File: src/rtl/io_responder_pkg.sv
// Shared constants for the I/O responder: window base, register offsets, control/status bit positions.
package io_responder_pkg;

    localparam logic [15:0] IO_BASE_ADDR_DEF = 16'hFF00;

    typedef enum logic [2:0] {
        OFF_GPIO_OUT = 3'd0,
        OFF_GPIO_IN  = 3'd1,
        OFF_TCOUNT   = 3'd2,
        OFF_TRELOAD  = 3'd3,
        OFF_TCTRL    = 3'd4,
        OFF_STATUS   = 3'd5,
        OFF_RSVD6    = 3'd6,
        OFF_RSVD7    = 3'd7
    } reg_off_e;

    localparam int TCTRL_EN_BIT     = 0;
    localparam int TCTRL_AUTO_BIT   = 1;
    localparam int TCTRL_IRQ_EN_BIT = 2;
    localparam int TCTRL_PS_LSB     = 8;
    localparam int STATUS_TOV_BIT   = 0;

    typedef struct packed {
        logic [7:0] prescale;
        logic       irq_en;
        logic       auto_rld;
        logic       en;
    } tctrl_t;

    // Byte-lane merge for strobed register writes.
    function automatic logic [15:0] merge_bytes(input logic [15:0] old_val,
                                                input logic [15:0] new_val,
                                                input logic        be0,
                                                input logic        be1);
        logic [15:0] r;
        r       = old_val;
        if (be0) r[7:0]  = new_val[7:0];
        if (be1) r[15:8] = new_val[15:8];
        return r;
    endfunction

    function automatic logic [15:0] tctrl_word(input tctrl_t t);
        logic [15:0] w;
        w                   = 16'h0000;
        w[TCTRL_EN_BIT]     = t.en;
        w[TCTRL_AUTO_BIT]   = t.auto_rld;
        w[TCTRL_IRQ_EN_BIT] = t.irq_en;
        w[TCTRL_PS_LSB +: 8] = t.prescale;
        return w;
    endfunction

endpackage

File: src/rtl/io_responder_if.sv
// CPU-side bus of the I/O responder; master = CPU bus interface, slave = responder.
interface io_responder_if;
    logic        BUS_RD;
    logic        BUS_WR0;
    logic        BUS_WR1;
    logic [15:0] BUS_ADDR;
    logic [15:0] BUS_WDATA;
    logic [15:0] BUS_RDATA;
    logic        SEL;

    modport master (
        output BUS_RD, BUS_WR0, BUS_WR1, BUS_ADDR, BUS_WDATA,
        input  BUS_RDATA, SEL
    );

    modport slave (
        input  BUS_RD, BUS_WR0, BUS_WR1, BUS_ADDR, BUS_WDATA,
        output BUS_RDATA, SEL
    );
endinterface

File: src/rtl/io_timer.sv
// Prescaled down-counter with reload; o_terminal pulses on a zero-count tick not overridden by a count write.
module io_timer
    import io_responder_pkg::*;
(
    input  logic        i_clk,
    input  logic        i_rst_n,
    input  logic        i_en,
    input  logic        i_auto,
    input  logic [7:0]  i_prescale,
    input  logic        i_pre_clr,
    input  logic        i_cnt_wr0,
    input  logic        i_cnt_wr1,
    input  logic        i_rld_wr0,
    input  logic        i_rld_wr1,
    input  logic [15:0] i_wdata,
    output logic [15:0] o_tcount,
    output logic [15:0] o_treload,
    output logic        o_terminal
);

    logic [7:0]  r_pre;
    logic [15:0] r_tcount;
    logic [15:0] r_treload;
    logic        w_tick;
    logic        w_cnt_wr;

    assign w_tick     = i_en && (r_pre == i_prescale);
    assign w_cnt_wr   = i_cnt_wr0 | i_cnt_wr1;
    // A count write in the terminal cycle swallows the terminal event entirely.
    assign o_terminal = w_tick && (r_tcount == 16'h0000) && !w_cnt_wr;

    always_ff @(posedge i_clk or negedge i_rst_n) begin
        if (!i_rst_n) begin
            r_pre <= 8'h00;
        end else if (w_cnt_wr || i_pre_clr) begin
            r_pre <= 8'h00;
        end else if (i_en) begin
            r_pre <= w_tick ? 8'h00 : r_pre + 8'h01;
        end
    end

    always_ff @(posedge i_clk or negedge i_rst_n) begin
        if (!i_rst_n) begin
            r_tcount <= 16'h0000;
        end else if (w_cnt_wr) begin
            r_tcount <= merge_bytes(r_tcount, i_wdata, i_cnt_wr0, i_cnt_wr1);
        end else if (w_tick) begin
            if (r_tcount != 16'h0000)
                r_tcount <= r_tcount - 16'h0001;
            else if (i_auto)
                r_tcount <= r_treload;
        end
    end

    always_ff @(posedge i_clk or negedge i_rst_n) begin
        if (!i_rst_n) begin
            r_treload <= 16'h0000;
        end else if (i_rld_wr0 || i_rld_wr1) begin
            r_treload <= merge_bytes(r_treload, i_wdata, i_rld_wr0, i_rld_wr1);
        end
    end

    assign o_tcount  = r_tcount;
    assign o_treload = r_treload;

endmodule

File: src/rtl/io_responder.sv
// 16-byte memory-mapped I/O window: GPIO out/in, interval timer, status with read-to-clear overflow flag.
// Reads are combinational; writes take effect on the strobed posedge.
module io_responder
    import io_responder_pkg::*;
#(
    parameter logic [15:0] BASE_ADDR = IO_BASE_ADDR_DEF
)(
    input  logic           CLK,
    input  logic           RESET_N,
    io_responder_if.slave  bus,
    input  logic [15:0]    GPIO_IN,
    output logic [15:0]    GPIO_OUT,
    output logic           IRQ
);

    logic        w_sel;
    reg_off_e    w_off;
    logic        w_wr0;
    logic        w_wr1;
    logic        w_unused;

    logic [15:0] r_gpio_out;
    logic [15:0] r_gin_meta;
    logic [15:0] r_gin_sync;
    tctrl_t      r_tctrl;
    logic        r_tov;
    logic        r_rd_prev;

    logic        w_tctrl_wr0;
    logic        w_tctrl_wr1;
    logic        w_pre_clr;
    logic        w_tov_clr;
    logic        w_terminal;
    logic [15:0] w_tcount;
    logic [15:0] w_treload;
    logic [15:0] w_rdata;

    assign w_sel    = (bus.BUS_ADDR[15:4] == BASE_ADDR[15:4]);
    assign w_off    = reg_off_e'(bus.BUS_ADDR[3:1]);
    assign w_wr0    = w_sel & bus.BUS_WR0;
    assign w_wr1    = w_sel & bus.BUS_WR1;
    assign w_unused = bus.BUS_ADDR[0];

    assign w_tctrl_wr0 = w_wr0 && (w_off == OFF_TCTRL);
    assign w_tctrl_wr1 = w_wr1 && (w_off == OFF_TCTRL);
    assign w_pre_clr   = w_tctrl_wr0 && bus.BUS_WDATA[TCTRL_EN_BIT] && !r_tctrl.en;

    // Clear on an explicit write-one or on the first posedge of a held STATUS read.
    assign w_tov_clr = (w_wr0 && (w_off == OFF_STATUS) && bus.BUS_WDATA[STATUS_TOV_BIT]) ||
                       (w_sel && bus.BUS_RD && !r_rd_prev && (w_off == OFF_STATUS));

    io_timer u_timer (
        .i_clk      (CLK),
        .i_rst_n    (RESET_N),
        .i_en       (r_tctrl.en),
        .i_auto     (r_tctrl.auto_rld),
        .i_prescale (r_tctrl.prescale),
        .i_pre_clr  (w_pre_clr),
        .i_cnt_wr0  (w_wr0 && (w_off == OFF_TCOUNT)),
        .i_cnt_wr1  (w_wr1 && (w_off == OFF_TCOUNT)),
        .i_rld_wr0  (w_wr0 && (w_off == OFF_TRELOAD)),
        .i_rld_wr1  (w_wr1 && (w_off == OFF_TRELOAD)),
        .i_wdata    (bus.BUS_WDATA),
        .o_tcount   (w_tcount),
        .o_treload  (w_treload),
        .o_terminal (w_terminal)
    );

    always_ff @(posedge CLK or negedge RESET_N) begin
        if (!RESET_N) begin
            r_gpio_out <= 16'h0000;
        end else if (w_off == OFF_GPIO_OUT) begin
            r_gpio_out <= merge_bytes(r_gpio_out, bus.BUS_WDATA, w_wr0, w_wr1);
        end
    end

    always_ff @(posedge CLK or negedge RESET_N) begin
        if (!RESET_N) begin
            r_gin_meta <= 16'h0000;
            r_gin_sync <= 16'h0000;
            r_rd_prev  <= 1'b0;
        end else begin
            r_gin_meta <= GPIO_IN;
            r_gin_sync <= r_gin_meta;
            r_rd_prev  <= bus.BUS_RD;
        end
    end

    // One-shot expiry clears EN even if the same cycle writes TCTRL.
    always_ff @(posedge CLK or negedge RESET_N) begin
        if (!RESET_N) begin
            r_tctrl <= '0;
        end else begin
            if (w_tctrl_wr0) begin
                r_tctrl.en       <= bus.BUS_WDATA[TCTRL_EN_BIT];
                r_tctrl.auto_rld <= bus.BUS_WDATA[TCTRL_AUTO_BIT];
                r_tctrl.irq_en   <= bus.BUS_WDATA[TCTRL_IRQ_EN_BIT];
            end
            if (w_tctrl_wr1) begin
                r_tctrl.prescale <= bus.BUS_WDATA[TCTRL_PS_LSB +: 8];
            end
            if (w_terminal && !r_tctrl.auto_rld) begin
                r_tctrl.en <= 1'b0;
            end
        end
    end

    always_ff @(posedge CLK or negedge RESET_N) begin
        if (!RESET_N) begin
            r_tov <= 1'b0;
        end else if (w_terminal) begin
            r_tov <= 1'b1;
        end else if (w_tov_clr) begin
            r_tov <= 1'b0;
        end
    end

    always_comb begin
        w_rdata = 16'h0000;
        if (w_sel && bus.BUS_RD) begin
            case (w_off)
                OFF_GPIO_OUT: w_rdata = r_gpio_out;
                OFF_GPIO_IN:  w_rdata = r_gin_sync;
                OFF_TCOUNT:   w_rdata = w_tcount;
                OFF_TRELOAD:  w_rdata = w_treload;
                OFF_TCTRL:    w_rdata = tctrl_word(r_tctrl);
                OFF_STATUS:   w_rdata[STATUS_TOV_BIT] = r_tov;
                default:      w_rdata = 16'h0000;
            endcase
        end
    end

    assign bus.BUS_RDATA = w_rdata;
    assign bus.SEL       = w_sel;
    assign GPIO_OUT      = r_gpio_out;
    assign IRQ           = r_tov & r_tctrl.irq_en;

endmodule

File: src/flat_wrapper.sv
// flat-port wrapper written by rule: the top's interface ports become plain ports
module io_responder_flat import io_responder_pkg::*;
#(
    parameter logic [15:0] BASE_ADDR = IO_BASE_ADDR_DEF
)
  (CLK, RESET_N, GPIO_IN, GPIO_OUT, IRQ, bus_BUS_RD, bus_BUS_WR0, bus_BUS_WR1, bus_BUS_ADDR, bus_BUS_WDATA, bus_BUS_RDATA, bus_SEL);
  io_responder_if bus_i ();
  input  logic CLK;
  input  logic RESET_N;
  input  logic [15:0] GPIO_IN;
  output logic [15:0] GPIO_OUT;
  output logic IRQ;
  input wire logic [$bits(bus_i.BUS_RD)-1:0] bus_BUS_RD;
  input wire logic [$bits(bus_i.BUS_WR0)-1:0] bus_BUS_WR0;
  input wire logic [$bits(bus_i.BUS_WR1)-1:0] bus_BUS_WR1;
  input wire logic [$bits(bus_i.BUS_ADDR)-1:0] bus_BUS_ADDR;
  input wire logic [$bits(bus_i.BUS_WDATA)-1:0] bus_BUS_WDATA;
  output wire logic [$bits(bus_i.BUS_RDATA)-1:0] bus_BUS_RDATA;
  output wire logic [$bits(bus_i.SEL)-1:0] bus_SEL;
  assign bus_i.BUS_RD = bus_BUS_RD;
  assign bus_i.BUS_WR0 = bus_BUS_WR0;
  assign bus_i.BUS_WR1 = bus_BUS_WR1;
  assign bus_i.BUS_ADDR = bus_BUS_ADDR;
  assign bus_i.BUS_WDATA = bus_BUS_WDATA;
  assign bus_BUS_RDATA = bus_i.BUS_RDATA;
  assign bus_SEL = bus_i.SEL;
  io_responder #(.BASE_ADDR(BASE_ADDR)) u_core (.CLK(CLK), .RESET_N(RESET_N), .bus(bus_i), .GPIO_IN(GPIO_IN), .GPIO_OUT(GPIO_OUT), .IRQ(IRQ));
endmodule
File: config.mk
export PLATFORM = sky130hd
export DESIGN_NAME = io_responder_flat
export DESIGN_NICKNAME = d
export VERILOG_FILES = /design/src/rtl/io_responder_pkg.sv /design/src/rtl/io_responder_if.sv /design/src/rtl/io_timer.sv /design/src/rtl/io_responder.sv /design/src/flat_wrapper.sv
export SDC_FILE = /design/constraint.sdc
export NUM_CORES = 1
export LEC_CHECK = 0
export CORE_UTILIZATION = 47
export CTS_CLUSTER_SIZE = 8
export DETAILED_ROUTE_END_ITERATION = 10
export GPL_TIMING_DRIVEN = 0
export HOLD_SLACK_MARGIN = 0.12
export PLACE_DENSITY = 0.72
export SLEW_MARGIN = 15
export SYNTH_ARGS = -nofsm -noshare
export SYNTH_HDL_FRONTEND = slang
export SYNTH_SLANG_ARGS = --single-unit
File: constraint.sdc
create_clock -name CLK -period 3.85 [get_ports CLK]
set_input_delay 0.385 -clock CLK [delete_from_list [all_inputs] [get_ports CLK]]
set_output_delay 0.385 -clock CLK [all_outputs]
set_load 0.01 [all_outputs]
### Yosys cells after proc, flatten, opt, wreduce, memory -nomap -nowiden

Cells that the tools add are included.

| word-level totals | value |
|---|---|
| word-level logic and storage cells | 84 |
| output and inout bits | 34 |
| register bits | 101 |

| cells by class | value |
|---|---|
| muxes and demuxes | 16 |
| equal/unequal tests | 9 |
| bitwise logic cells | 4 |
| $add $sub $neg | 2 |
| reductions and logical operators | 38 |

Operators by type and width:

| kind | count |
|---|---|
| $mux W16 | 5 |
| $pmux W15 S5 | 1 |
| $mux W8 | 5 |
| $logic_and A1 B1 Y1 | 17 |
| $logic_not A16 Y1 | 1 |
| $reduce_bool A16 Y1 | 1 |
| $sub A16 B1 Y16 const B | 1 |
| $eq A12 B12 Y1 const B | 1 |
| $add A8 B1 Y8 const B | 1 |
| $eq A8 B8 Y1 | 1 |
| $reduce_and A2 Y1 | 4 |
| $reduce_bool A2 Y1 | 4 |
| $eq A3 B2 Y1 const B | 2 |
| $eq A3 B3 Y1 const B | 2 |
| $pmux W1 S6 | 1 |
| $reduce_and A3 Y1 | 2 |
| $logic_not A1 Y1 | 4 |
| $mux W1 | 4 |
| $ne A2 B2 Y1 const B | 2 |
| $and A1 B1 Y1 | 3 |
| $eq A3 B1 Y1 const B | 1 |
| $logic_not A3 Y1 | 1 |
| $logic_or A1 B1 Y1 | 3 |
| $reduce_bool A3 Y1 | 1 |
| $or A1 B1 Y1 | 1 |

### Depth between registers and ports, before layout

Gate-level depths: netlist (run 1).

| logic depth | value |
|---|---|
| depth in word-level cells | 8 |
| depth in mapped cells | 10 |

### Modules after synthesis

From an unflattened synthesis (run 1), not the netlist that was laid out.

| second synthesis, totals | value |
|---|---|
| cell total of the unflattened synthesis | 448 |
| area, all modules | 5188.7 sq um |

By module, submodules not included:

| module | instances | seq. area each (sq um) | area an instance (sq um) | cells an instance |
|---|---|---|---|---|
| io_responder | 1 | 1526.5 | 2792.7 | 198 |
| io_timer | 1 | 1001.0 | 2396.0 | 250 |

### Worst setup path after synthesis (run 1)

Ideal clock, no wire load.

| timing path | value |
|---|---|
| path type | input-to-output |
| from | input port bus_BUS_ADDR[5] |
| to | output port bus_BUS_RDATA[10] |
| setup slack | 1.562 ns |
| cell stages on the path | 5 |
| arrival | 1.903 ns |
| data required time | 3.465 ns |
| path through | or4_4 > nor3_4 > nand3_1 > clkbuf_1 > nor2_1 |

| on the way | value |
|---|---|
| cells in the longest elaborated chain, start to end | 3 |

Ends and longest elaborated chain:

| element | RTL line | text |
|---|---|---|
| from (decl) | flat_wrapper.sv:16 | `input wire logic [$bits(bus_i.BUS_ADDR)-1:0] bus_BUS_ADDR;` |
| $eq A12 B12 Y1 | io_responder.sv:38 | `assign w_sel = (bus.BUS_ADDR[15:4] == BASE_ADDR[15:4]);` |
| via bus_SEL | flat_wrapper.sv:19 | `output wire logic [$bits(bus_i.SEL)-1:0] bus_SEL;` |
| $logic_and A1 B1 Y1 | io_responder.sv:120 | `if (w_sel && bus.BUS_RD) begin` |
| $mux W16 | io_responder.sv:120 |  |
| to (decl) | flat_wrapper.sv:18 | `output wire logic [$bits(bus_i.BUS_RDATA)-1:0] bus_BUS_RDATA;` |

The timed path passes the listed nets, and every way through them passes these cells.

### Worst setup path in the final report (run 1)

| timing path | value |
|---|---|
| from | input port bus_BUS_ADDR[5] |
| to | output port bus_BUS_RDATA[8] |

| on the way | value |
|---|---|
| cells in the longest elaborated chain, start to end | 3 |

Ends and longest elaborated chain:

| element | RTL line |
|---|---|
| $eq A12 B12 Y1 | io_responder.sv:38 |
| $logic_and A1 B1 Y1 | io_responder.sv:120 |
| $mux W16 | io_responder.sv:120 |

Every way passes these cells.

==> reports/metrics.yaml, run 1 <==
die:
  start_util_pct: 49.0
  die_area_um2: 11300
  dieWidth_um: 106
  rows: 37
  top_level_ports: 87
  die_h_um: 106
  core_region_area_um2: 10400
timing:
  fmax_ghz: 0.276
  worst_slew_pin_slew_ns: 0.743
  fin_crit_sh_pct: 94.3
  rsz0062_at_grt: "no"
  hold_viol: 0
  period_needed_ns: 3.63
  finClkSkew_ns: 0.0130
  slew_headroom_pct: 49.9
  final-setup-viol-count: 0
  slew_viol_final: 0
  hold-worst-slack_ns: 0.353
cts:
  numClockSinks: 101
  clkTransAtPathRegs_ns: 0.09
  numCtsBuffers: 9
  cts_tree: "built"
  cts_setup_buffers: 0
  htreeDepth: 3
  cts-root-buf: "clkbuf_8"
  clockBufferDepth: 2
  insertion_delay_ns: 0.37
setup_path:
  setup.worst_path.start_class: "input port"
  path_class: "in2out"
  cp-end-kind: "output pin"
  cp_data_required_time_ns: 3.46
  cp_max_fo: 10
  cp_data_arrival_time_ns: 3.24
hold_path:
  hold_path_class: "reg2reg"
logic_synthesis:
  postSynthAreaPerCell_um2: 11.0
  ys_warn_count: 0
  synthDistinctLibCells: 55
  async_reset_ff_share_pct: 100
  synth_nets: 522
  synth-seq-cells: 101
  synth_edf_count: 0
  netlist_area_um2: 5100
  seq_area_frac_synth_pct: 49.5
  synth_top_flop_cell: "dfrtp_1"
  synthCells: 466
detailed_routing:
  ant_nets: 0
  drt_iter0_drc: 293
  vias_per_cell: 5.86
  vias: 4118
  routed_wl_um: 13400
  drc_errors: 0
  routedWlPerCell_um: 19.0
  dr.pass1.iters: 5
flow_run:
  maxCapViolCount: 0
run_status:
  status: "finished clean"
power_and_ir_drop:
  leakagePower_nw: 2.77
  vdd_drop_max_mv: 0.171
  powerDensity_nw_per_um2: 301
  finalPower_mw: 1.90
grt:
  grt_use_met3_pct: 5.70
  met1_usage_pct: 34.9
  grt_use_met2_pct: 39.1
  grt_pass1_vias: 4076
  grt_max_degree: 56
  track_usage_pct: 25.3
  busiest_layer: "met2"
  grt_pass1_wl_um: 21700
  antenna_found_initial: 0
  grt-ovfl-total: 0
place:
  place.detailed.hpwl_um: 9710
  port_buffers: 83
  gp_congestion: 0.916
layout:
  final_net_count: 618
  drive_gt1_share_pct: 17.1
  antennaDiodeCount: 0
  fillerInstances: 866
  area_delta_synth_final_pct: 23.9
==> what timing repair did <==
action / 4_1_cts / 5_1_grt
hold buffers: 1 / 0
gates resized for setup: 0 / 2
endpoints found under the hold margin: 46 / 0
setup endpoints to repair: 0 / 1
==> placed cells by master, fill, tap and decap left out, types with 10 or more instances in the layout <==
| cell | instances |
|---|---|
| mux2_2 | 53 |
| o21ai_0 | 10 |
| clkbuf_1 | 17 |
| nor2_1 | 40 |
| nand2_1 | 44 |
| a22oi_1 | 20 |
| clkdlybuf4s50_1 | 82 |
| a21oi_1 | 18 |
| dfrtp_1 | 101 |
| xor2_1 | 15 |
| a31oi_1 | 11 |
==> state kept, by name, summed over array words and instances, names as in the netlist <==
register	flops
u_core.u_timer.o_treload	16
u_core.u_timer.o_tcount	16
u_core.r_gin_sync	16
u_core.r_tctrl	11
u_core.r_tov	1
u_core.GPIO_OUT	16
u_core.u_timer.r_pre	8
u_core.r_rd_prev	1
u_core.r_gin_meta	16
==> worst paths after layout <==
| path | start | end | slack [ns] | depth (start not counted) |
|---|---|---|---|---|
| setup / recovery | bus_BUS_ADDR[5] | bus_BUS_RDATA[8] | 0.22 | 7 |
| hold / removal | u_core.r_gin_meta[7] | u_core.r_gin_sync[7] | 0.35 | 0 |
| setup reg to reg | u_core.u_timer.o_tcount[0] | u_core.u_timer.o_tcount[5] | 1.24 | 10 |
| hold reg to reg | u_core.r_gin_meta[7] | u_core.r_gin_sync[7] | 0.35 | 0 |
| max in group asynchronous | RESET_N | u_core.r_gin_sync[12] | 2.73 | 3 |
| min in group asynchronous | RESET_N | u_core.u_timer.o_treload[9] | 0.51 | 2 |
==> power by group <==
group	internal (mW)	switching, mW	leakage [nW]
Sequential	1.08	0.00896	1.32
Combinational	0.0837	0.0941	1.36
Clock	0.245	0.392	0.0946
Total	1.41	0.495	2.77
==> metal layers <==
| metal | up-vias | part of all wire [%] |
|---|---|---|
| met4 | 0 | 2.1 |
| li1 | 1898 | - |
| met1 | 2030 | 44 |
| met2 | 170 | 46 |
| met5 | - | 0 |
| met3 | 20 | 7.5 |
==> final cells by class <==
type / count / area (um^2) / area share (%)
Sequential cell: 101 / 2530 / 39.9
Multi-Input combinational cell: 330 / 2420 / 38.2
Timing Repair Buffer: 85 / 870 / 13.7
Tap cell: 136 / 170 / 2.69
Buffer: 27 / 130 / 2.06
Clock buffer: 9 / 124 / 1.96
Clock inverter: 7 / 57.6 / 0.910
Inverter: 8 / 30.0 / 0.475
==> kinds of logic (layout without fill, tap and decap cells) <==
kind of cell	count (synthesis)	in the layout	synth area share [%]
flops	101	101	49.5
fa+ha+maj	3	3	0.735
buf+inv	35	136	3.11
compound gates	97	97	12.9
xor+xnor	24	24	4.12
simple gates	145	145	14.7
mux	61	61	15.0
==> cell usage after synthesis (5+ instances only) <==
library cell	n	area share [%]
nor2_1	40	2.9
clkbuf_1	18	1.3
mux4_2	7	3.1
xor2_1	15	2.6
nand2_1	44	3.2
a31oi_1	11	1.3
xnor2_1	9	1.5
o21ai_1	5	0.49
inv_1	8	0.59
nand4_1	6	0.74
nor3b_1	7	1.0
nor3_1	6	0.59
a22oi_1	20	2.9
mux2_2	53	12
a21oi_1	18	1.8
buf_2	7	0.69
o21ai_0	10	0.98
nand3_1	7	0.69
dfrtp_1	101	50
o22a_1	9	1.5
nor2b_1	5	0.61
o211ai_1	5	0.74
==> stage by stage <==
step	worst slack, ns	std cells	setup TNS, ns	instance area [um^2]	util (%)
final	0.221	703	0	6330	60.7
after global placement	-1.37	685	-138.14	6110	58.6
after detailed placement	0.261	686	0	6130	58.9
after floorplan	1.56	466	0	5100	-
after global routing	0.104	703	0	6330	60.7
after CTS	0.243	703	0	6330	60.7
==> worst max-delay path, stage by stage <==
cell and delay (ns):
clkdlybuf4s50_1 0.40, or4_4 0.58, nor3_4 0.38, nand3_1 0.37
clkbuf_1 0.36, nor2_1 0.21, clkdlybuf4s50_1 0.56
No activity file was read; power rests on OpenSTA's default activity.
==> run 2: changes to the inputs <==
--- a/config.mk
+++ b/config.mk
@@ -5,6 +5,7 @@
 export SDC_FILE = /design/constraint.sdc
 export NUM_CORES = 1
 export LEC_CHECK = 0
+export CORE_MARGIN = 5
 export CORE_UTILIZATION = 47
 export CTS_CLUSTER_SIZE = 8
 export DETAILED_ROUTE_END_ITERATION = 10
==> reports/metrics.yaml, run 2 (same netlist as run 1, synthesis figures left out) <==
place:
  place.detailed.hpwl_um: 10100  # +4.4%
  pre_cts_slack_ns: 0.272  # +0.0110 ns
  gp_congestion: 0.853  # -6.8%
  port_buffers: 83  # unchanged
setup_path:
  worst_path_largest_cell_delay_ns: 0.58  # about the same
  crit_chain: "clkdlybuf4s50_1, or4_4, nor3_4, nand3_1, clkbuf_1, nor2_1, clkdlybuf4s50_1"
  path_class: "in2out"
  cp_max_fo: 10  # unchanged
  reg2reg_depth: 10  # unchanged
  crit_cells: 7  # unchanged
  crit-reg2reg-launch: "u_core.u_timer.o_tcount[0]"
  cp_data_required_time_ns: 3.46  # about the same
  crit_top_cell: "clkdlybuf4s50_1"
  setup.worst_path.start_class: "input port"
  crit_family: "simple AND/OR/NAND/NOR gates"
  cp_data_arrival_time_ns: 3.21  # -0.03 ns
  rrSetupSlack_ns: 1.19  # -0.05 ns
  r2r-end: "u_core.u_timer.o_tcount[6]"
  cp-end-kind: "output pin"
  critPathSlowestCell: "or4_4"
  worst-path-buf-inv: 3  # unchanged
cts:
  cts_setup_buffers: 0  # unchanged
  htreeDepth: 3  # unchanged
  clockBufferDepth: 2  # unchanged
  post_cts_resized: 0  # unchanged
  insertion_delay_ns: 0.39  # +0.02 ns
  cts-root-buf: "clkbuf_8"
  cts_tree: "built"
  numCtsBuffers: 9  # unchanged
  numClockSinks: 101  # unchanged
  clkTransAtPathRegs_ns: 0.10  # about the same
hold_path:
  hold_path_depth: 0  # unchanged
  min_from: "u_core.r_gin_meta[14]"
  hold_path_class: "reg2reg"
  hold_path_end: "u_core.r_gin_sync[14]"
layout:
  area_delta_synth_final_pct: 24.6
  final_cell_mix: "101 x dfrtp_1, 82 x clkdlybuf4s50_1, 53 x mux2_2"
  final_net_count: 618  # unchanged
  fillerInstances: 942  # +8.8%
  layout_commonest_cell: "dfrtp_1"
  drive_gt1_share_pct: 16.9  # -0.18 points
  antennaDiodeCount: 0  # unchanged
  post-route-util_pct: 59.2  # -1.5 points
timing:
  rsz0062_at_grt: "no"
  finalWorstSetupSlack_ns: 0.252  # +0.0315 ns
  finClkSkew_ns: 0.0230  # +0.0100 ns
  period_needed_ns: 3.60  # -0.0315 ns
  fmax_ghz: 0.278  # +0.87%
  final-setup-viol-count: 0  # unchanged
  worst_slew_pin_slew_ns: 0.770  # +0.0269 ns
  hold_viol: 0  # unchanged
  fin_crit_sh_pct: 93.5  # -0.82 points
  slew_viol_final: 0  # unchanged
  slew_headroom_pct: 48.1  # -1.8 points
grt:
  grt_pass1_wl_um: 22000  # +1.0%
  grt_max_degree: 64  # +14%
  grt-ovfl-total: 0  # unchanged
  track_usage_pct: 21.7  # -3.6 points
  antenna_found_initial: 0  # unchanged
  grt_pass1_vias: 4084  # +0.20%
detailed_routing:
  vias_per_cell: 5.85  # -0.20%
  routedWlPerCell_um: 19.5  # +2.7%
  ant_nets: 0  # unchanged
  dr.pass1.iters: 5  # unchanged
  drc_errors: 0  # unchanged
  routed_wl_um: 13800  # +3.2%
  vias: 4133  # +0.36%
  drt_iter0_drc: 238  # -19%
power_and_ir_drop:
  powerDensity_nw_per_um2: 315  # +4.7%
  vdd_drop_max_mv: 0.160  # -6.7%
  leakagePower_nw: 2.78  # +0.31%
run_status:
  status: "finished clean"
die:
  dieWidth_um: 114  # +7.5%
  core_region_area_um2: 10700  # +3.2%
  die_h_um: 114  # +7.5%
  die_area_um2: 13000  # +16%
  rows: 38  # +2.7%
  start_util_pct: 47.5  # -1.5 points
  top_level_ports: 87  # unchanged
flow_run:
  maxCapViolCount: 0  # unchanged
run 2: cell types whose count changed in the layout (fill, tap and decap cells not counted), sizes merged:
| cell | change |
|---|---|
| inv | +2 |
| clkinv | -4 |
| bufinv | +1 |
| clkinvlp | +1 |
run 2: area by class of cell:
class,instances,area (um^2),share of cell area (%)
sequential,101,2530,39.7
multi-input combinational,330,2420,38.0
timing repair buffer,85,870,13.7
tap,140,175,2.75
buffer,27,129,2.03
clock buffer,9,124,1.95
clock inverter,7,88.8,1.40
inverter,8,30.0,0.472
run 2: layer usage:
layer / GRT usage [%] / share of wire (%) / vias up
met5: 0 / 0 / -
met4: 6.73 / 1.8 / 0
met1: 31.3 / 45 / 2063
li1: - / - / 1894
met3: 4.28 / 6.5 / 18
met2: 33.3 / 46 / 158
run 2: how the worst max path moves through the flow:
stage | start | end | slack [ns]
floorplan | bus_BUS_ADDR[5] | bus_BUS_RDATA[10] | 1.56
global placement | RESET_N | u_core.r_gin_sync[2] | -1.41
detailed placement | bus_BUS_ADDR[5] | bus_BUS_RDATA[14] | 0.27
CTS | bus_BUS_ADDR[5] | bus_BUS_RDATA[14] | 0.27
global route | bus_BUS_ADDR[1] | bus_BUS_RDATA[13] | 0.11
finish | bus_BUS_ADDR[5] | bus_BUS_RDATA[14] | 0.25
run 2: report_power, final:
group          internal, mW  switching, mW  total [mW]
registers              1.08        0.00940        1.09
logic                0.0836         0.0935       0.177
clock network         0.319          0.418       0.736
total                  1.48          0.520        2.00
run 2: metrics by stage:
step	power [mW]	area [um^2]	hold slack, ns	std cells	setup TNS, ns
floorplan	1.18	5100	0.0894	466	0
global placement	1.28	6110	0.332	689	-141.41
detailed placement	1.29	6140	0.321	690	0
CTS	2.02	6360	0.357	707	0
global route	2.09	6360	0.370	707	0
finish	2.00	6360	0.348	707	0
run 2: worst reg2reg max path, cell delays in order, from the launching register on:
cell and delay, ns:
dfrtp_1 0.38, buf_2 0.22, inv_1 0.09, ha_1 0.25
nor4b_1 0.16, nand4_1 0.22, o2bb2ai_1 0.11, o21ai_0 0.62
buf_2 0.35, nor2_1 0.06, a31oi_1 0.15
run 2: what timing repair did:
action,4_1_cts,5_1_grt
hold endpoints to repair,38,0
endpoints found under the setup margin,0,0
hold buffers,1,0
==> run 3: changes to the inputs <==
--- a/config.mk
+++ b/config.mk
@@ -9,6 +9,7 @@
 export CORE_UTILIZATION = 47
 export CTS_CLUSTER_SIZE = 8
 export DETAILED_ROUTE_END_ITERATION = 10
+export GPL_ROUTABILITY_DRIVEN = 0
 export GPL_TIMING_DRIVEN = 0
 export HOLD_SLACK_MARGIN = 0.12
 export PLACE_DENSITY = 0.72
==> reports/metrics.yaml, run 3 (same netlist as run 1, synthesis figures left out) <==
setup_path:
  reg2reg_depth: 10  # unchanged
  setup.worst_path.start_class: "input port"
  r2r-end: "u_core.u_timer.o_tcount[6]"
  crit_family: "buffers and inverters"
  rrSetupSlack_ns: 1.23  # +0.04 ns
  crit_chain: "clkdlybuf4s50_1, clkbuf_1, nor2b_1, clkbuf_1, a22oi_1, o22a_1, nor2_1, clkdlybuf4s50_1"
  critPathSlowestCell: "clkdlybuf4s50_1"
  cp_data_required_time_ns: 3.46  # about the same
  path_class: "in2out"
  worst-path-buf-inv: 4  # +1
  crit-reg2reg-launch: "u_core.u_timer.o_tcount[0]"
  cp_data_arrival_time_ns: 3.21  # about the same
  worst_path_largest_cell_delay_ns: 0.61  # +0.03 ns
  cp_max_fo: 10  # unchanged
  cp-end-kind: "output pin"
timing:
  fin_crit_sh_pct: 93.4  # -0.097 points
  tns_ns: 0  # unchanged
  rsz0062_at_grt: "no"
  period_needed_ns: 3.59  # -0.00373 ns
  hold_viol: 0  # unchanged
  slew_viol_final: 0  # unchanged
  finClkSkew_ns: 0.0125  # -0.0105 ns
  fmax_ghz: 0.278  # +0.10%
  worst_slew_pin_slew_ns: 0.764  # -0.00655 ns
  final-setup-viol-count: 0  # unchanged
  slew_headroom_pct: 48.5  # +0.44 points
grt:
  grt_pass1_vias: 4174  # +2.2%
  grt_max_degree: 65  # +1.6%
  grt_pass1_wl_um: 22300  # +1.4%
  grt-ovfl-total: 0  # unchanged
  antenna_found_initial: 0  # unchanged
  track_usage_pct: 21.9  # +0.17 points
layout:
  layout_commonest_cell: "dfrtp_1"
  final_net_count: 618  # unchanged
  fillerInstances: 949  # +0.74%
  regArea_um2: 2530  # unchanged
  post-route-util_pct: 58.9  # -0.30 points
  stdcell_area_um2: 6330  # -0.51%
  final_cell_mix: "101 x dfrtp_1, 82 x clkdlybuf4s50_1, 53 x mux2_2"
  area_delta_synth_final_pct: 24.0
  antennaDiodeCount: 0  # unchanged
  multiInputGateArea_um2: 2420  # unchanged
  final_cell_count_no_fill: 707  # unchanged
  drive_gt1_share_pct: 16.9  # unchanged
power_and_ir_drop:
  internal_power_mw: 1.41  # -5.1%
  power_frac_clock_pct: 33.6  # -3.2 points
  p_comb_share_pct: 9.3  # +0.5 points
  switching_power_mw: 0.504  # -3.2%
  leakagePower_nw: 2.77  # -0.56%
  power_switching_share_pct: 26.4  # +0.37 points
  vdd_drop_max_mv: 0.158  # -1.1%
  seq_power_share_pct: 57.0  # +2.6 points
  powerDensity_nw_per_um2: 302  # -4.1%
die:
  dieWidth_um: 114  # unchanged
  core_region_area_um2: 10700  # unchanged
  die_h_um: 114  # unchanged
  top_level_ports: 87  # unchanged
  rows: 38  # unchanged
  die_area_um2: 13000  # unchanged
  start_util_pct: 47.5  # unchanged
detailed_routing:
  drc_errors: 0  # unchanged
  ant_nets: 0  # unchanged
  vias_per_cell: 5.86  # +0.31%
  routed_wl_um: 13800  # -0.39%
  dr.pass1.iters: 6  # +1
  drt_iter0_drc: 327  # +37%
  routedWlPerCell_um: 19.5  # -0.39%
  vias: 4146  # +0.31%
cts:
  clkTransAtPathRegs_ns: 0.09  # about the same
  numCtsBuffers: 9  # unchanged
  cts_tree: "built"
  numClockSinks: 101  # unchanged
  insertion_delay_ns: 0.38  # about the same
  htreeDepth: 3  # unchanged
  clockBufferDepth: 2  # unchanged
  cts-root-buf: "clkbuf_8"
flow_run:
  maxCapViolCount: 0  # unchanged
place:
  port_buffers: 83  # unchanged
  placed_cells: 690  # unchanged
  place_area_um2: 6140  # unchanged
  place.detailed.hpwl_um: 9920  # -2.2%
hold_path:
  min_from: "u_core.r_gin_meta[14]"
  hold_path_end: "u_core.r_gin_sync[14]"
  hold_path_class: "reg2reg"
  hold_path_depth: 0  # unchanged
run_status:
  status: "finished clean"
[run 3: power groups by stage]
| stage | combinational [mW] | clock (mW) | sequential [mW] |
|---|---|---|---|
| after detailed placement | 0.177 | 0 | 1.11 |
| after global placement | 0.171 | 0 | 1.11 |
| final | 0.178 | 0.643 | 1.09 |
| after CTS | 0.179 | 0.655 | 1.09 |
| after floorplan | 0.0700 | 0 | 1.11 |
| after global routing | 0.195 | 0.696 | 1.09 |
[run 3: layout make-up]
| cell class | count | area share (%) |
|---|---|---|
| flip-flops and latches | 101 | 39.9 |
| well taps | 140 | 2.77 |
| repair buffers | 85 | 13.7 |
| clock buffers | 9 | 1.96 |
| inverters | 8 | 0.474 |
| multi-input cells | 330 | 38.2 |
| clock inverters | 7 | 0.890 |
| plain buffers | 27 | 2.04 |
[run 3: routing by layer]
metal | share of wire [%] | wire length [um] | global-route usage (%) | vias to the layer above
li1 | - | - | - | 1903
met1 | 45 | 6140 | 30.7 | 2071
met2 | 47 | 6510 | 34.8 | 151
met3 | 6.2 | 855 | 4.07 | 21
met4 | 1.9 | 261 | 6.57 | 0
met5 | 0 | 0 | 0 | -
[run 3: worst reg2reg max path, delay by kind of cell, from the launching register on]
kind	cells	cell delay (ns)
flip-flops	1	0.36
buffers and inverters	3	0.65
AO/OA/AOI/OAI	3	0.87
adder cells (fa/ha/maj)	1	0.24
AND/OR/NAND/NOR	3	0.43
[run 3: stage by stage]
step | worst slack [ns] | total power, mW | hold slack [ns]
global route | 0.0825 | 1.98 | 0.363
detailed placement | 0.265 | 1.29 | 0.318
floorplan | 1.56 | 1.18 | 0.0894
CTS | 0.261 | 1.92 | 0.356
finish | 0.256 | 1.91 | 0.353
global placement | -1.38 | 1.28 | 0.333
[run 3: what timing repair did]
item	in CTS	in global routing
hold endpoints to repair	37	0
resized for setup	0	0
buffers inserted	0	0
hold buffers	1	0
[run 3: worst max-delay path by stage]
| stage | endpoint | cells past startpoint | startpoint | slack [ns] |
|---|---|---|---|---|
| after floorplan | bus_BUS_RDATA[10] | 5 | bus_BUS_ADDR[5] | 1.56 |
| after global placement | u_core.r_gin_sync[0] | 1 | RESET_N | -1.38 |
| after detailed placement | bus_BUS_RDATA[10] | 7 | bus_BUS_ADDR[5] | 0.27 |
| after CTS | bus_BUS_RDATA[10] | 7 | bus_BUS_ADDR[5] | 0.26 |
| after global routing | bus_BUS_RDATA[10] | 8 | bus_BUS_ADDR[1] | 0.08 |
| final | bus_BUS_RDATA[10] | 8 | bus_BUS_ADDR[1] | 0.26 |
==> variant 1 (config.mk and constraints of run 3) <==
Add an input register stage for `GPIO_IN`, cleared by the reset; this delays it by one clock. The other inputs are not delayed to match.
--- a/src/rtl/io_responder.sv
+++ b/src/rtl/io_responder.sv
@@ -14,2 +14,12 @@
 );
+
+    logic [15:0] GPIO_IN_q;
+
+    always_ff @(posedge CLK or negedge RESET_N) begin
+        if (!RESET_N) begin
+            GPIO_IN_q <= '0;
+        end else begin
+            GPIO_IN_q <= GPIO_IN;
+        end
+    end
 
@@ -82,3 +92,3 @@
         end else begin
-            r_gin_meta <= GPIO_IN;
+            r_gin_meta <= GPIO_IN_q;
             r_gin_sync <= r_gin_meta;
Formal check against the unedited RTL: not equivalent (a bounded check fails within 4 cycles, from zero or initial values and one cycle with RESET_N low).
==> variant 1 against run 3 <==
Sequential power increased by 17%. Largest power group is now clock. Area after synthesis is 8.0% higher. Largest cell class unchanged. Sequential cell count up 16. Die area is 7.3% higher. Cell area increased by 13%. First-iteration DRC count is 11% lower. Global-route usage fell by 0.77 points. Total power rose by 57%. Routed wire length grew 3.1%. Combinational power fell by 17%. Critical endpoint is now bus_BUS_RDATA[15]. Synthesized cell count up 2.4%. Sequential share of layout area rose by 1.1 points. Setup slack got worse by 0.041 ns.
==> variant 1: results <==
set metrics [dict create \
    portBuffers 81 \
    yosys-top-cells-area "dfrtp_1, mux2_2, a22oi_1" \
    fill_cells 889 \
    clk_latency_ns 0.41 \
    yosysSeqAreaShare_pct 53.1 \
    internal_power_uw 2310 \
    drtIter0Drc 290 \
    crit_end "bus_BUS_RDATA[15]" \
    fin_crit_sh_pct 94.4 \
    route.vias.total 4232 \
    clockRootBuffer "clkbuf_16" \
    drt_pass1_iterations 5 \
    synth_xor_xnor_area_share_pct 3.65 \
    fin_cells 735 \
    ff2ff_path_depth 8 \
    yosysUniqueCellTypes 54 \
    grt_pass1_vias 4403 \
    cp_top_family "simple AND/OR/NAND/NOR gates" \
    arrival_ns 3.25 \
    finClkSkew_ns 0.00816 \
    syn_inst 477 \
    peakVddDrop_v 0.000311 \
    routedWlPerCell_um 19.3 \
    drive_gt1_share_pct 18.4 \
    dp_cells 702 \
    path_clk_slew_ns 0.05 \
    worst_pin_slew_ns 0.889 \
    powerSeq_uw 1270 \
    yosys-top-cells-count "dfrtp_1, mux2_2, nor2_1" \
    r2r_slack_ns 1.38 \
    dp_slack_ns 0.281 \
    placed_area_um2 6530 \
    power.switching_uw 684 \
    htree_levels 4 \
    grt_max_degree 82 \
    cp-startpoint "bus_BUS_ADDR[5]" \
    num-nets-final 635 \
    grt_use_total_pct 21.1 \
    synth_nets 533 \
    status "completed" \
]
-- variant 1: cell types whose count changed in the layout (fill, tap and decap cells not counted), sizes merged, moves of 4 or more --
| cell | before | now |
|---|---|---|
| dfrtp | 101 | 117 |
| a32oi | 4 | 0 |
| a21oi | 18 | 24 |
| a211oi | 3 | 10 |
| clkbuf | 27 | 38 |
| mux2i | 1 | 9 |
| nand3 | 7 | 11 |
| xor2 | 15 | 6 |
| a31oi | 11 | 5 |
| inv | 11 | 17 |
| xnor2 | 9 | 17 |
| nand2 | 44 | 24 |
-- variant 1: worst min path at each step --
stage	endpoint	from	slack (ns)	cells after the start
finish	u_core.r_gin_meta[4]	u_core.GPIO_IN_q[4]	0.34	0
floorplan	u_core.GPIO_IN_q[0]	RESET_N	0.09	0
CTS	u_core.r_gin_meta[4]	u_core.GPIO_IN_q[4]	0.35	0
detailed placement	u_core.GPIO_IN_q[6]	RESET_N	0.31	1
global placement	u_core.r_gin_meta[9]	u_core.GPIO_IN_q[9]	0.33	0
global route	u_core.r_gin_meta[5]	u_core.GPIO_IN_q[5]	0.35	0
-- variant 1: final cells by class --
cell class | instances | area (um^2) | share of cell area [%]
Sequential cell | 117 | 2930 | 41.0
Clock inverter | 14 | 164 | 2.29
Buffer | 28 | 119 | 1.66
Timing Repair Buffer | 83 | 850 | 11.9
Tap cell | 143 | 179 | 2.50
Clock buffer | 18 | 439 | 6.15
Inverter | 10 | 37.5 | 0.525
Multi-Input combinational cell | 322 | 2430 | 34.0
-- variant 1: per-layer routing --
metal	GRT usage (%)	part of all wire, %	vias to the layer above
met1	28.0	44	2110
li1	-	-	1947
met2	33.5	48	148
met5	0	0	-
met4	8.17	2.1	0
met3	5.44	5.5	27
==> variant 2 (config.mk and constraints of run 3) <==
Made on the original files. Make the reset (`RESET_N` and `i_rst_n`) synchronous in 7 clocked blocks.
--- a/src/rtl/io_timer.sv
+++ b/src/rtl/io_timer.sv
@@ -31,3 +31,3 @@
 
-    always_ff @(posedge i_clk or negedge i_rst_n) begin
+    always_ff @(posedge i_clk) begin
         if (!i_rst_n) begin
@@ -41,3 +41,3 @@
 
-    always_ff @(posedge i_clk or negedge i_rst_n) begin
+    always_ff @(posedge i_clk) begin
         if (!i_rst_n) begin
@@ -54,3 +54,3 @@
 
-    always_ff @(posedge i_clk or negedge i_rst_n) begin
+    always_ff @(posedge i_clk) begin
         if (!i_rst_n) begin
--- a/src/rtl/io_responder.sv
+++ b/src/rtl/io_responder.sv
@@ -68,3 +68,3 @@
 
-    always_ff @(posedge CLK or negedge RESET_N) begin
+    always_ff @(posedge CLK) begin
         if (!RESET_N) begin
@@ -76,3 +76,3 @@
 
-    always_ff @(posedge CLK or negedge RESET_N) begin
+    always_ff @(posedge CLK) begin
         if (!RESET_N) begin
@@ -89,3 +89,3 @@
     // One-shot expiry clears EN even if the same cycle writes TCTRL.
-    always_ff @(posedge CLK or negedge RESET_N) begin
+    always_ff @(posedge CLK) begin
         if (!RESET_N) begin
@@ -107,3 +107,3 @@
 
-    always_ff @(posedge CLK or negedge RESET_N) begin
+    always_ff @(posedge CLK) begin
         if (!RESET_N) begin
Formal check against the unedited RTL: differs if RESET_N is asserted again (counterexample within 4 cycles, from zero or initial values and one cycle with RESET_N low); with RESET_N held inactive, the same outputs for 4 cycles.
==> variant 2 against run 3 <==
Cell area down 1.9%. Sequential share of layout area down 7.4 points. Clock power up 20%. Total power up 3.4%. Setup slack worse by 0.085 ns. Synthesized cell count up 26%. First-iteration DRC count up 24%. Routed wire length up 14%. Register-to-register slack worse by 0.28 ns. Area after synthesis down 2.1%. Cell count up 16%. Maximum frequency down 2.3%. Sequential cell count unchanged. Critical path type unchanged.
==> variant 2: results <==
set metrics [dict create \
    status "completed" \
    area_growth_pct 24.2 \
    setup_viol 0 \
    yosys-top-cells-count "dfxtp_1, nand2_1, a21oi_1" \
    detailed_place_hpwl_um 11700 \
    yosys-top-cells-area "dfxtp_1, mux2i_1, a21oi_1" \
    leakagePower_uw 0.00238 \
    arrival_ns 3.29 \
    syn_area_per_cell_um2 8.53 \
    synth_top_flop_cell "dfxtp_1" \
    grt_pass1_vias 4651 \
    drive_gt1_share_pct 5.12 \
    overflow 0 \
    routed_wl_um 15700 \
    grt_antenna_before_repair 0 \
    max_slew_margin_pct 49.4 \
    hp-class "flop to flop" \
    drtIter0Drc 405 \
    fill_cells 980 \
    postCtsHoldBufs 0 \
    synth_nets 642 \
    portBuffers 81 \
    crit_path_top_delay_cell "clkdlybuf4s50_1" \
    grt_max_degree 17 \
    placed_area_um2 5980 \
    grt_use_total_pct 24.3 \
    drt_pass1_iterations 5 \
    finClkSkew_ns 0.00734 \
    num-nets-final 734 \
    route.vias.total 4821 \
    swShare_pct 23.1 \
    critPathMaxStageDelay_ns 0.57 \
    r2r_slack_ns 0.95 \
    grt_pass1_wl_um 24400 \
    dp_cells 803 \
]
variant 2: layout make-up:
class	count	share of cell area (%)
Clock inverter	5	1.33
Inverter	9	0.544
Tap cell	136	2.74
Sequential cell	101	32.6
Clock buffer	11	2.28
Timing Repair Buffer	81	13.1
Buffer	36	2.52
Multi-Input combinational cell	440	45.0
variant 2: per-stage QoR:
step / setup TNS [ns] / setup slack [ns] / hold slack (ns)
floorplan: 0 / 1.70 / 0.412
detailed placement: -0.0658 / -0.0543 / 0.419
finish: 0 / 0.171 / 0.437
global placement: -0.00893 / -0.00893 / 0.414
CTS: 0 / 0.269 / 0.446
global route: 0 / 0.0495 / 0.457
variant 2: routing by layer:
metal / vias up / GRT usage [%] / part of all wire (%)
li1: 2239 / - / -
met1: 2288 / 31.0 / 42
met2: 245 / 40.0 / 47
met3: 49 / 4.60 / 7.6
met4: 0 / 10.6 / 3.7
met5: - / 0 / 0
variant 2: final timing paths:
| path | start | to | cells after the start |
|---|---|---|---|
| worst max-delay path | bus_BUS_ADDR[1] | bus_BUS_RDATA[8] | 7 |
| worst min-delay path | u_core.r_gin_meta[2] | u_core.r_gin_sync[2] | 1 |
| worst max register to register | u_core.u_timer.o_tcount[0] | u_core.u_timer.o_tcount[5] | 9 |
| worst min register to register | u_core.r_gin_meta[2] | u_core.r_gin_sync[2] | 1 |
variant 2: repair_timing:
action                                  4_1_cts  5_1_grt
setup buffers                                 0        0
endpoints found under the setup margin        1        0
resized for setup                             1        0
variant 2: kinds of logic (layout without fill, tap and decap cells):
group           after synthesis  after routing  share of synthesized area, %
xor+xnor                     22             22                          3.86
mux                          38             38                          7.89
simple gates                232            232                          24.4
buf+inv                      45            142                          3.81
flops                       101            101                          40.5
fa+ha+maj                     3              3                         0.751
compound gates              145            145                          18.8
variant 2: power groups by stage:
stage / sequential, uW / clock (uW) / combinational (uW)
finish: 1070 / 770 / 140
global placement: 1090 / 0 / 136
detailed placement: 1090 / 0 / 138
floorplan: 1090 / 0 / 58.0
global route: 1070 / 804 / 149
CTS: 1070 / 770 / 139
variant 2: worst register-to-register path, stage by stage, from the launching register on:
cell and delay, ns:
dfxtp_1 0.31, clkbuf_1 0.20, inv_1 0.13, ha_1 0.22, nor3b_1 0.57, nand4_1 0.38
clkbuf_1 0.37, o211ai_1 0.25, nand2_1 0.22, a21oi_1 0.19
